==> src/rtl/nrisc_pipe_pkg.sv <==
// Shared types and defaults for the NRISC issue-to-writeback forwarding pipe.
// Holds the default-width stage record and the load-readiness helper.
package nrisc_pipe_pkg;

   localparam int TAM_DEF      = 16;
   localparam int REG_AW_DEF   = 4;
   localparam int DEPTH_DEF    = 2;
   localparam int LOAD_LAT_DEF = 1;

   // Stage record at the default widths; the pipe builds the same layout at its own widths.
   typedef struct packed {
      logic                  valid;
      logic                  write;
      logic                  load;
      logic [REG_AW_DEF-1:0] rfd;
      logic [TAM_DEF-1:0]    data;
   } stage_t;

   // A stage's result can be forwarded unless it is a load whose data has not been captured yet.
   function automatic logic stage_rdy(input logic load, input int idx, input int load_lat);
      return ~load | (idx >= load_lat);
   endfunction

endpackage

==> src/rtl/nrisc_fwd_match.sv <==
// Priority scan for one ALU operand: finds the youngest in-flight writer of src.
module nrisc_fwd_match
   import nrisc_pipe_pkg::*;
#(
   parameter int TAM    = TAM_DEF,
   parameter int REG_AW = REG_AW_DEF,
   parameter int DEPTH  = DEPTH_DEF
) (
   input  logic                         use_src,
   input  logic [REG_AW-1:0]            src,
   input  logic [DEPTH-1:0]             st_valid,
   input  logic [DEPTH-1:0]             st_write,
   input  logic [DEPTH-1:0]             st_rdy,
   input  logic [DEPTH-1:0][REG_AW-1:0] st_rfd,
   input  logic [DEPTH-1:0][TAM-1:0]    st_data,
   output logic                         hit,
   output logic                         rdy,
   output logic [TAM-1:0]               data
);

   // Walk oldest to youngest so the lowest-index match overwrites any older one.
   always_comb begin
      hit  = 1'b0;
      rdy  = 1'b0;
      data = '0;
      for (int i = DEPTH - 1; i >= 0; i--) begin
         if (use_src && st_valid[i] && st_write[i] && (st_rfd[i] == src)) begin
            hit  = 1'b1;
            rdy  = st_rdy[i];
            data = st_data[i];
         end
      end
   end

endmodule

==> src/rtl/nrisc_fwd_pipe.sv <==
// NRISC issue-to-writeback tracker: DEPTH-stage result pipe with operand
// forwarding and load-use stall.
// Optional build macro NRISC_FWD_R0_ZERO_EN: register 0 reads as zero and is never written.
module nrisc_fwd_pipe
   import nrisc_pipe_pkg::*;
#(
   parameter int TAM      = TAM_DEF,
   parameter int REG_AW   = REG_AW_DEF,
   parameter int DEPTH    = DEPTH_DEF,
   parameter int LOAD_LAT = LOAD_LAT_DEF
) (
   input  logic              clk,
   input  logic              rst,
   input  logic              id_valid,
   input  logic [REG_AW-1:0] id_rf1,
   input  logic [REG_AW-1:0] id_rf2,
   input  logic              id_use_a,
   input  logic              id_use_b,
   input  logic [REG_AW-1:0] id_rfd,
   input  logic              id_write,
   input  logic              id_load,
   input  logic [TAM-1:0]    reg_a,
   input  logic [TAM-1:0]    reg_b,
   input  logic [TAM-1:0]    ex_result,
   input  logic [TAM-1:0]    mem_data,
   input  logic              flush,
   output logic [TAM-1:0]    opnd_a,
   output logic [TAM-1:0]    opnd_b,
   output logic              stall,
   output logic              wb_write,
   output logic [REG_AW-1:0] wb_rfd,
   output logic [TAM-1:0]    wb_data
);

   typedef struct packed {
      logic              valid;
      logic              write;
      logic              load;
      logic [REG_AW-1:0] rfd;
      logic [TAM-1:0]    data;
   } stage_w_t;

   stage_w_t st [DEPTH];

   logic [DEPTH-1:0]             st_valid;
   logic [DEPTH-1:0]             st_write;
   logic [DEPTH-1:0]             st_rdy;
   logic [DEPTH-1:0][REG_AW-1:0] st_rfd;
   logic [DEPTH-1:0][TAM-1:0]    st_data;

   logic           src_a_zero;
   logic           src_b_zero;
   logic           write_in;
   logic           hit_a;
   logic           hit_b;
   logic           rdy_a;
   logic           rdy_b;
   logic [TAM-1:0] data_a;
   logic [TAM-1:0] data_b;
   logic           stall_a;
   logic           stall_b;
   logic           issue;

`ifdef NRISC_FWD_R0_ZERO_EN
   assign src_a_zero = (id_rf1 == '0);
   assign src_b_zero = (id_rf2 == '0);
   assign write_in   = id_write & (id_rfd != '0);
`else
   assign src_a_zero = 1'b0;
   assign src_b_zero = 1'b0;
   assign write_in   = id_write;
`endif

   // Flatten the stage records into per-field vectors for the operand scanners.
   always_comb begin
      st_valid = '0;
      st_write = '0;
      st_rdy   = '0;
      st_rfd   = '0;
      st_data  = '0;
      for (int i = 0; i < DEPTH; i++) begin
         st_valid[i] = st[i].valid;
         st_write[i] = st[i].write;
         st_rdy[i]   = stage_rdy(st[i].load, i, LOAD_LAT);
         st_rfd[i]   = st[i].rfd;
         st_data[i]  = st[i].data;
      end
   end

   nrisc_fwd_match #(.TAM(TAM), .REG_AW(REG_AW), .DEPTH(DEPTH)) u_match_a (
      .use_src  (id_use_a & ~src_a_zero),
      .src      (id_rf1),
      .st_valid (st_valid),
      .st_write (st_write),
      .st_rdy   (st_rdy),
      .st_rfd   (st_rfd),
      .st_data  (st_data),
      .hit      (hit_a),
      .rdy      (rdy_a),
      .data     (data_a)
   );

   nrisc_fwd_match #(.TAM(TAM), .REG_AW(REG_AW), .DEPTH(DEPTH)) u_match_b (
      .use_src  (id_use_b & ~src_b_zero),
      .src      (id_rf2),
      .st_valid (st_valid),
      .st_write (st_write),
      .st_rdy   (st_rdy),
      .st_rfd   (st_rfd),
      .st_data  (st_data),
      .hit      (hit_b),
      .rdy      (rdy_b),
      .data     (data_b)
   );

   assign stall_a = hit_a & ~rdy_a;
   assign stall_b = hit_b & ~rdy_b;
   assign stall   = id_valid & (stall_a | stall_b);
   assign issue   = id_valid & ~stall & ~flush;

   // Operand select: hardwired zero, then a ready forward, else the regfile value.
   always_comb begin
      if (id_use_a && src_a_zero)  opnd_a = '0;
      else if (hit_a && rdy_a)     opnd_a = data_a;
      else                         opnd_a = reg_a;

      if (id_use_b && src_b_zero)  opnd_b = '0;
      else if (hit_b && rdy_b)     opnd_b = data_b;
      else                         opnd_b = reg_b;
   end

   // Advance every stage each cycle; a load takes its memory data on entering stage LOAD_LAT.
   always_ff @(posedge clk or negedge rst) begin
      if (!rst) begin
         for (int i = 0; i < DEPTH; i++) st[i] <= '0;
      end else begin
         if (issue) begin
            st[0].valid <= 1'b1;
            st[0].write <= write_in;
            st[0].load  <= id_load;
            st[0].rfd   <= id_rfd;
            st[0].data  <= ex_result;
         end else begin
            st[0] <= '0;
         end
         for (int i = 1; i < DEPTH; i++) begin
            st[i] <= st[i-1];
            if ((i == LOAD_LAT) && st[i-1].valid && st[i-1].load) st[i].data <= mem_data;
         end
      end
   end

   assign wb_write = st[DEPTH-1].valid & st[DEPTH-1].write;
   assign wb_rfd   = st[DEPTH-1].rfd;
   assign wb_data  = st[DEPTH-1].data;

endmodule

==> config.mk <==
export PLATFORM = sky130hd
export DESIGN_NAME = nrisc_fwd_pipe
export DESIGN_NICKNAME = d
export VERILOG_FILES = /design/src/rtl/nrisc_pipe_pkg.sv /design/src/rtl/nrisc_fwd_match.sv /design/src/rtl/nrisc_fwd_pipe.sv
export SDC_FILE = /design/constraint.sdc
export NUM_CORES = 1
export LEC_CHECK = 0
export CAP_MARGIN = 20
export CORE_UTILIZATION = 40
export DETAILED_ROUTE_END_ITERATION = 12
export PLACE_DENSITY = 0.9
export SLEW_MARGIN = 10
export SYNTH_ARGS = -nofsm -noshare
export SYNTH_HDL_FRONTEND = slang
export SYNTH_SLANG_ARGS = --single-unit
export TNS_END_PERCENT = 100
==> constraint.sdc <==
create_clock -name clk -period 2.7 [get_ports clk]
set_clock_uncertainty 0.15 [all_clocks]
set_input_delay 0.405 -clock clk [delete_from_list [all_inputs] [get_ports clk]]
set_output_delay 0.405 -clock clk [all_outputs]
set_load 0.03 [all_outputs]
Yosys cells after proc, flatten, opt, wreduce, memory -nomap -nowiden
Cells that the tools add are included.
- bits in registers: 45
- output and inout bits: 54
- bits of input ports: 84
- equal/unequal tests: 4
- mux-type cells: 14
- reduce and logical (&&, ||, !) cells: 15
- bitwise operators: 12
- operators by type and width (cell ; number):
    $mux 16 ; 7
    $mux 23 ; 1
    $eq 4x4->1 ; 4
    $logic_and 1x1->1 ; 15
    $and 1x1->1 ; 6
    $mux 1 ; 6
    $not 1->1 ; 5
    $or 1x1->1 ; 1

Logic depth before layout (Yosys ltp)
Gate-level depths: netlist (run 1).
- depth in word-level cells: 13
- mapped depth: 7

Modules after synthesis
From an unflattened synthesis (run 1), not the netlist that was laid out.
- cell total of the unflattened synthesis: 265
- area, all modules: 3245.6 µm²
- by module, submodules not included (module ; cells an instance ; instances ; area each (µm²)):
    nrisc_fwd_pipe ; 157 ; 1 ; 2272.2
    nrisc_fwd_match ; 54 ; 2 ; 486.7

Worst setup path after synthesis (run 1)
No wires, ideal clock.
- path type: reg2out
- start point: register st[21] (netlist name)
- end point: output port opnd_b[10]
- stages on the path, launching flop included: 6
- arrival time: 1.739 ns
- setup slack: 0.406 ns
- data required time: 2.145 ns
- path buffers: 1
- cells stage by stage: dfrtp_1 > and2_1 > nand2_1 > o41ai_4 > buf_8 > o221a_2
- longest elaborated chain between the ends: 6
- elaborated cells on any way between the ends: 9
- those cells by class: 6 x mux; 3 x reduce/logical
- ends and longest elaborated chain (what ; RTL line ; text):
    start: declaration ; nrisc_fwd_pipe.sv:43 ; stage_w_t st [DEPTH];
    start signal: indexed assignment ; nrisc_fwd_pipe.sv:147 ; st[i] <= st[i-1];
    $logic_and 1x1->1 * (2 in series) ; nrisc_fwd_match.sv:27 ; if (use_src && st_valid[i] && st_write[i] && (st_rfd[i] == src)) begin
    $mux 1 (2 in series) ; nrisc_fwd_match.sv:27 ;
    $logic_and 1x1->1 ; nrisc_fwd_pipe.sv:128 ; else if (hit_b && rdy_b) opnd_b = data_b;
    $mux 16 * ; nrisc_fwd_pipe.sv:128 ;
    end: declaration ; nrisc_fwd_pipe.sv:28 ; output logic [TAM-1:0] opnd_b,
Every way passes the cells marked *; elsewhere a longest branch is shown, timed or not.

Worst setup path in the final report (run 1)
- start point: register st[42] (netlist name)
- end point: output port opnd_b[9]
- longest elaborated chain between the ends: 5
- elaborated cells on any way between the ends: 7
- those cells by class: 1 x eq/ne; 4 x mux; 2 x reduce/logical
- ends and longest elaborated chain (what ; RTL line):
    $eq 4x4->1 * ; nrisc_fwd_match.sv:27
    $logic_and 1x1->1 * ; nrisc_fwd_match.sv:27
    $mux 1 ; nrisc_fwd_match.sv:27
    $logic_and 1x1->1 ; nrisc_fwd_pipe.sv:128
    $mux 16 * ; nrisc_fwd_pipe.sv:128
Marked as above.

==> summary.txt, run 1 <==
Status: complete, but fails checks
Failing checks: setup timing
Hold Slack: 0.228 ns
Register area: 0.00113 mm2
Core Rows: 28
DRC viols: 0
Mapped cell area: 0.00260 mm2
Cells after synthesis: 220
Routed Antenna Nets: 0
Max Root-Sink Buffers: 2
Cts bufs inserted: 5
Largest net degree at the start of global routing: 46
Most used DFF post-synth: dfrtp_1
CTS tree: built
Post-synth EDFFs: 0
Final Setup Violations: 6
Port bufs: 137
FF-to-FF path depth: 6
Pwr/cell area: 367 mW/mm2
Htree depth: 2
Syn_nets: 304
Crit-path max FO: 16
Synth top area cells: dfrtp_1, mux2_2, o221a_2
CP Buf/Inv Count: 2
Worst-Margin Slew: 0.775 ns
Final Hold Viols: 0
Share of Yosys cell area claimed by the top area cell type: 0.434
Hold path depth: 0
Largest area contributor in the netlist: dfrtp_1
DP HPWL: 5780 um
Worst Setup End Kind: primary output
Fmax: 366 MHz
Root buffer cell: clkbuf_8
Yosys cell types: 31
Layout cells sized above 1: 0.335
Clock Sinks: 45
Core area: 0.00610 mm2
Global-route wire length before repair: 11500 um
Flop2flop setup slack: 0.80 ns
Synth-to-layout area growth: 64.9%
Worst Hold End: st[21]
Finished Layout Cells: 433
Die area: 0.00682 mm2
RSZ-0062 raised after global routing: yes
Area of the multi-input gates: 0.00131 mm2
Fillers: 457
Leakage: 1.82 nW
R2R Path End: st[42]
Routability congestion estimate: 0.825
Initial antenna violation count: 0
WP data arrival: 2.17 ns
Worst vdd ir: 272 uV
Drt first-iter violations: 82
Synthesis Warnings: 0
Die height: 82.6 um
Hold Crit Start: st[44]
GRT Overall Usage: 0.231
# diodes: 0
Pwr Total: 1.57 mW
Overflow after GRT: 0
Hold crit path type: flop to flop
Crit path time final: 2.73 ns
Die width: 82.6 um
Final Cycle Share: 1.01
Vias in the first global route: 2384
# Max-Cap Violations: 0
Seq cells post-synth: 45
Asr flop ratio synth: 1.00
Slew Limit Fails: 0
Critical path cell sequence: xnor2_1 -> nand3_1 -> or3_4 -> o41ai_4 -> buf_12 -> o221a_2 -> buf_6
DP Cell Count: 417
Top delay family on crit path: simple AND/OR/NAND/NOR gates
DR pass1 iterations: 4
Initial Util: 0.426
Req. time, crit path: 2.14 ns
Setup TNS: -0.0828 ns
WL/cell: 18.3 um
DR vias: 2274
Delay of the slowest critical-path stage: 0.42 ns
Final wirelength: 7930 um
Seq/Total Area, Yosys: 0.434
Worst slew margin: 0.482
Fin nets: 442
Crit path max-delay cell type: dfrtp_1
CTS clock-pin slew for the worst setup and hold paths: 0.08 ns
Worst r2r src: st[40]
Final core occ: 0.703
Ports: 138
CP Launch Type: flop
Post-synthesis area per instance: 11.8 um2
Setup slack after layout: -0.0295 ns
Via density: 5.25
Crit path kind: flop to primary output
Clk Latency, worst-skew pair: 0.28 ns
==> cell type report <==
cell class | instances | share of cell area
timing repair buffer | 162 | 0.388
multi-input combinational | 143 | 0.305
sequential | 45 | 0.264
tap | 75 | 0.0219
clock buffer | 6 | 0.0193
clock inverter | 1 | 0.00175
inverter | 1 | 0.000876
==> flip-flops by register name, indices dropped and copies added, names as in the netlist <==
| signal | count |
|---|---|
| wb_data | 16 |
| wb_rfd | 4 |
| st | 25 |
==> placed cells by master, fill, tap and decap left out, types with 2 or more instances in the layout <==
master / netlist / routed
and3_4: 1 / 2
o221a_2: 16 / 16
buf_12: 0 / 5
buf_6: 4 / 31
clkbuf_8: 0 / 6
o22a_1: 16 / 16
mux2_2: 16 / 16
xor2_1: 4 / 4
dfrtp_2: 0 / 2
nand2_1: 2 / 2
clkdlybuf4s50_1: 0 / 95
nand3_2: 1 / 2
buf_4: 22 / 20
dlygate4sd2_1: 0 / 5
and2_1: 23 / 23
nand3_1: 4 / 3
xnor2_2: 0 / 6
o21a_1: 16 / 16
dfrtp_1: 45 / 43
xnor2_1: 12 / 6
nor2_1: 3 / 3
or3_4: 0 / 2
nand2b_1: 16 / 15
clkdlybuf4s15_1: 0 / 2
==> worst max path at each step <==
stage,start,to,slack [ns],cells after the start
after floorplan,st[21],opnd_b[10],0.41,5
after global placement,id_rf2[3],opnd_b[9],-0.14,7
after detailed placement,id_rf2[2],opnd_b[9],-0.17,10
after CTS,id_rf2[3],opnd_b[5],0.0003,11
after global routing,st[39],opnd_b[8],-0.11,7
final,st[42],opnd_b[9],-0.03,7
==> repair_timing <==
item                                    CTS  global route
hold buffers                              0             1
cloned                                    2             0
pin swaps                                 6             7
resized for setup                        34            27
endpoints found under the hold margin     0            14
buffers inserted                          5             1
endpoints found under the setup margin   32            32
==> layer usage <==
layer  vias to the layer above  GRT usage  wire (um)
met4                         0     0.0672        136
li1                       1047          -          -
met1                      1099      0.257       2930
met2                       114      0.448       4420
met5                         -          0          0
met3                        14     0.0352        444
==> synthesized netlist by cell type (2+ instances only) <==
cell type / instances
dfrtp_1: 45
and2_1: 23
buf_4: 22
mux2_2: 16
nand2b_1: 16
o21a_1: 16
o221a_2: 16
o22a_1: 16
xnor2_1: 12
buf_6: 4
nand3_1: 4
xor2_1: 4
buf_2: 3
nor2_1: 3
and3_1: 2
nand2_1: 2
or3_1: 2
==> power by group <==
| part | total [mW] | internal, mW | switching [mW] |
|---|---|---|---|
| combinational | 0.432 | 0.248 | 0.184 |
| clock | 0.412 | 0.202 | 0.209 |
| sequential | 0.729 | 0.702 | 0.0269 |
==> logic make-up (layout without fill, tap and decap cells) <==
| logic type | after synthesis | after routing | share of synthesized area |
|---|---|---|---|
| and+or+nand+nor | 57 | 57 | 0.138 |
| DFF | 45 | 45 | 0.434 |
| buffers and inverters | 32 | 170 | 0.0954 |
| AOI/OAI and AO/OA | 54 | 54 | 0.210 |
| muxes | 16 | 16 | 0.0694 |
| xor gates and xnor gates | 16 | 16 | 0.0539 |
==> stage by stage <==
stage	worst slack [ns]	area [um2]
final	-0.0295	4280
after global routing	-0.114	4280
after CTS	0.000266	4160
after detailed placement	-0.174	3900
after global placement	-0.139	3900
after floorplan	0.406	2600
(Power assumes the default switching activity.)
==> run 2: changes to the inputs <==
- HOLD_SLACK_MARGIN: not set -> 0.05
==> results of run 2 <==
Same layout as run 1: the final DEF is identical, and so are final timing and power.
